`src/rtl/shift_cmd_issue.sv`:
```
// Pipelined command front-end for an external 8-bit funnel/barrel shifter.
// Ports: clk, rst (sync, active-high); in_valid/in_ready/in_data/in_n/
//   in_op/in_chain command input; sh_i/sh_n/sh_ar/sh_lr/sh_rot drive the
//   shifter, sh_o returns its result; out_valid/out_ready/out_data result
//   output; busy = any stage occupied.
module shift_cmd_issue #(
    parameter int W  = 8,
    parameter int NW = 4
) (
    input  logic          clk,
    input  logic          rst,
    input  logic          in_valid,
    output logic          in_ready,
    input  logic [W-1:0]  in_data,
    input  logic [NW-1:0] in_n,
    input  logic [1:0]    in_op,
    input  logic          in_chain,
    output logic [W-1:0]  sh_i,
    output logic [NW-1:0] sh_n,
    output logic          sh_ar,
    output logic          sh_lr,
    output logic          sh_rot,
    input  logic [W-1:0]  sh_o,
    output logic          out_valid,
    input  logic          out_ready,
    output logic [W-1:0]  out_data,
    output logic          busy
);

    localparam logic [NW-1:0] MAX_N = NW'(W);

    localparam logic [1:0] OP_LSR = 2'b00;
    localparam logic [1:0] OP_ASR = 2'b01;
    localparam logic [1:0] OP_LSL = 2'b10;
    localparam logic [1:0] OP_ROR = 2'b11;

    logic          s1_valid;
    logic [W-1:0]  s1_data;
    logic [NW-1:0] s1_n;
    logic [1:0]    s1_op;
    logic [W-1:0]  last;

    logic out_adv;
    logic s1_adv;
    logic accept;

    assign out_adv  = !out_valid || out_ready;
    assign s1_adv   = s1_valid && out_adv;
    assign in_ready = !s1_valid || s1_adv;
    assign accept   = in_valid && in_ready;
    assign busy     = s1_valid || out_valid;
    assign sh_i     = s1_data;

    // Shift amounts past the width saturate; rotates wrap modulo the width.
    always_comb begin
        sh_ar  = 1'b0;
        sh_lr  = 1'b0;
        sh_rot = 1'b0;
        sh_n   = (s1_n > MAX_N) ? MAX_N : s1_n;
        unique case (s1_op)
            OP_LSR: ;
            OP_ASR: sh_ar = 1'b1;
            OP_LSL: sh_lr = 1'b1;
            OP_ROR: begin
                sh_rot = 1'b1;
                sh_n   = {1'b0, s1_n[NW-2:0]};
            end
            default: ;
        endcase
    end

    // Result stage.
    always_ff @(posedge clk) begin
        if (rst) begin
            out_valid <= 1'b0;
            out_data  <= '0;
            last      <= '0;
        end else if (s1_adv) begin
            out_valid <= 1'b1;
            out_data  <= sh_o;
            last      <= sh_o;
        end else if (out_valid && out_ready) begin
            out_valid <= 1'b0;
        end
    end

    // Issue stage. A chained command accepted while the previous one
    // retires takes the retiring result straight off the shifter, since
    // last has not caught up with it yet.
    always_ff @(posedge clk) begin
        if (rst) begin
            s1_valid <= 1'b0;
            s1_data  <= '0;
            s1_n     <= '0;
            s1_op    <= '0;
        end else if (accept) begin
            s1_valid <= 1'b1;
            s1_n     <= in_n;
            s1_op    <= in_op;
            if (!in_chain)
                s1_data <= in_data;
            else if (s1_adv)
                s1_data <= sh_o;
            else
                s1_data <= last;
        end else if (s1_adv) begin
            s1_valid <= 1'b0;
        end
    end

endmodule

```
`config.mk`:
```
export PLATFORM = sky130hd
export DESIGN_NAME = shift_cmd_issue
export DESIGN_NICKNAME = d
export VERILOG_FILES = /design/src/rtl/shift_cmd_issue.sv
export SDC_FILE = /design/constraint.sdc
export NUM_CORES = 1
export LEC_CHECK = 0
export ABC_AREA = 1
export CAP_MARGIN = 20
export CORE_MARGIN = 1
export CORE_UTILIZATION = 41
export DETAILED_ROUTE_END_ITERATION = 7
export GPL_ROUTABILITY_DRIVEN = 0
export PLACE_DENSITY = 0.82
export SLEW_MARGIN = 20
export SYNTH_ARGS = -nofsm -noshare
export SYNTH_HDL_FRONTEND = slang
export SYNTH_SLANG_ARGS = --single-unit
```
`constraint.sdc`:
```
create_clock -name clk -period 1.45 [get_ports clk]
set_input_delay 0.2175 -clock clk [delete_from_list [all_inputs] [get_ports clk]]
set_output_delay 0.2175 -clock clk [all_outputs]
set_load 0.02 [all_outputs]
```
==> results of run 1 <==
-- state kept, by name, summed over array words and instances, names as in the netlist --
name / cells
sh_i: 8
out_data: 8
last: 8
s1_n: 4
out_valid: 1
s1_op: 2
s1_valid: 1
-- layout by cell type (no fill, tap or decap) --
master            n
clkbuf_2          6
buf_4             9
nand3_1           8
dlygate4sd2_1    19
nor2_4            1
nor2_1           20
nand2_4           2
dfxtp_2           1
nand2_1          47
nand2_2           3
nor2_2            1
bufinv_16         1
inv_1            25
clkbuf_8          2
a21oi_1          29
dfxtp_1          31
buf_12            3
clkbuf_4          5
a21oi_2           3
or2_2             1
clkdlybuf4s50_1  26
buf_2             1
nand3_2           1
o21ai_0           6
-- routing by layer --
metal | wire, um | share of wire [%] | track usage [%] | vias up
li1 | - | - | - | 706
met1 | 1380 | 46 | 22.5 | 575
met2 | 1340 | 45 | 30.5 | 45
met3 | 206 | 6.9 | 5.63 | 7
met4 | 55 | 1.8 | 12.0 | 0
met5 | 0 | 0 | 0 | -
-- worst paths after layout --
check | cells after the start | end | start
max | 3 | sh_rot | s1_op[1]
min | 2 | s1_n[2] | s1_n[2]
min reg2reg | 2 | s1_n[2] | s1_n[2]
max reg2reg | 6 | s1_n[1] | s1_valid
-- repair_timing --
item                                    in CTS  in global routing
hold buffers                                 0                  0
endpoints found under the setup margin      26                  7
pin swaps                                    0                  0
cloned                                       0                  0
resized for setup                           30                 14
-- cell type report --
class,instances,share of cell area [%]
Tap cell,44,2.69
Clock inverter,1,1.47
Clock buffer,7,3.18
Inverter,25,4.59
Timing Repair Buffer,64,28.8
Multi-Input combinational cell,122,27.8
Sequential cell,32,31.4
-- cells by family (layout without fill, tap and decap cells) --
| logic type | count (synthesis) | in the layout | share of synthesized area, % |
|---|---|---|---|
| and+or+nand+nor | 84 | 84 | 26.0 |
| buffers and inverters | 35 | 97 | 13.0 |
| AOI/OAI and AO/OA | 38 | 38 | 14.6 |
| DFF | 32 | 32 | 46.4 |
-- report_power, final --
group	internal, W	switching [W]
Combinational	0.000187	0.000209
Sequential	0.000932	0.0000222
Clock	0.000458	0.000296
-- stage by stage --
| step | instances | cell area, sq um | hold WS [ns] | power, W | utilization (%) |
|---|---|---|---|---|---|
| detailed placement | 287 | 2000 | 0.443 | 0.00140 | 63.9 |
| global placement | 287 | 2000 | 0.437 | 0.00140 | 63.9 |
| floorplan | 189 | 1380 | 0.408 | 0.00120 | - |
| global route | 295 | 2040 | 0.469 | 0.00222 | 65.3 |
| CTS | 295 | 2070 | 0.458 | 0.00213 | 66.1 |
| finish | 295 | 2040 | 0.454 | 0.00210 | 65.3 |
-- Yosys cell counts --
cell / n / area (sq um)
buf_2: 3 / 15.0
nor2_1: 21 / 78.8
buf_6: 1 / 11.3
nand2_4: 2 / 22.5
o21ai_0: 6 / 30.0
a21oi_1: 29 / 145
clkbuf_1: 2 / 7.51
nand3_2: 1 / 10.0
buf_8: 2 / 30.0
nand3_1: 8 / 40.0
nor2_2: 1 / 6.26
clkbuf_8: 1 / 13.8
a21oi_2: 3 / 26.3
dfxtp_1: 32 / 641
nand2_1: 47 / 176
inv_1: 25 / 93.8
or2_2: 1 / 6.26
nand2_2: 3 / 18.8
buf_4: 1 / 7.51
-- worst register-to-register path, stage by stage, from the launching register on --
cell and delay [ns]:
dfxtp_1 0.38, nand3_2 0.09, buf_4 0.14, nand2_1 0.09
buf_12 0.17, o21ai_0 0.09, a21oi_1 0.11
==> out/results.txt, run 1 <==
Sequential share of the synthesized area: 46.4%
Pre-CTS worst setup slack: -0.166 ns
Number of distinct library cells after synthesis: 19
Setup ws final: 0.0827 ns
Critical path arrival: 1.15 ns
Mapped Area: 0.00138 sq mm
Area Growth Syn to Fin: 48.1%
Status: finished, final reports clean
Pin slew with the least headroom to its limit: 0.231 ns
Final hold viol count: 0
Syn Area/Cell: 7.30 sq um
Worst Path Max Fanout: 2
# fillers: 275
Largest net degree at the start of global routing: 30
Max-slew violations: 0
Worst-path clk slew: 0.09 ns
Maxcap violations: 0
Endpoints failing setup: 0
Slowest-stage cell, CP: dfxtp_1
Cell family with most CP delay: buffers and inverters
Footprint of the multi-input gates: 568 sq um
Worst-skew pair later-pin latency: 0.33 ns
Core area: 0.00313 sq mm
CTS Sinks: 32
Vias in the first global route: 1142
I/O pin count: 53
Relative slew slack: 84.7%
Clock tree root driver cell: clkbuf_4
RSZ-0062 raised after global routing: no
Vias per cell: 4.52
Clock buffer depth: 2
Worst clock skew: 0.00715 ns
Post-CTS setup buffer count: 0
TritonCTS Buffers: 5
Share of layout cells above drive strength 1: 15.9%
CP Capture Type: primary output
Crit path launch type: flip-flop
IO Port Bufs: 52
Part of the cycle the worst path needs: 94.3%
Die height: 60.0 um
Register area: 642 sq um
TritonCTS clock tree: done
Critical Path RT: 1.23 ns
Maximum vdd drop: 0.693 mV
1st-pass router iterations: 4
Leak Pwr: 1.00 nW
Global-route wire length before repair: 4960 um
Antenna viol nets, final: 0
Setup TNS: 0 ns
Vias: 1333
N_diodes: 0
Worst path max stage delay: 0.34 ns
Post-Route WL: 2980 um
Buf/Inv on CP: 2
Starting density of the core: 44.1%
Tot GR Track Use: 19.1%
WL per Instance: 10.1 um
H-tree Lvls: 2
Grt total ovfl: 0
Setup CP Type: flip-flop to primary output
DRT iter0 DRCs: 34
Ys Warns: 0
Synth Instances: 189
HP Class: flip-flop to flip-flop
Crit-path cells: nand2_1 > inv_1 > dlygate4sd2_1
Power per cell area: 1030 mW/mm^2
R2R Setup Slk: 0.31 ns
Min Tclk post-route: 1.37 ns
DRC Markers: 0
Fmax: 731 MHz
Fin nets: 277
#FFs+latches synth: 32
DP HPWL: 2160 um
Std-Cell Rows: 20
Chip width: 60.0 um
DIE AREA: 0.00360 sq mm
Initial antenna violation count: 0
Mapped Nets: 216
Power figures use the tool's default switching activity.
==> run 2: changes to the inputs <==
SLEW_MARGIN = not set   (was 20)
==> results of run 2 <==
The final DEF is identical to that of run 1; final timing and power are the same.
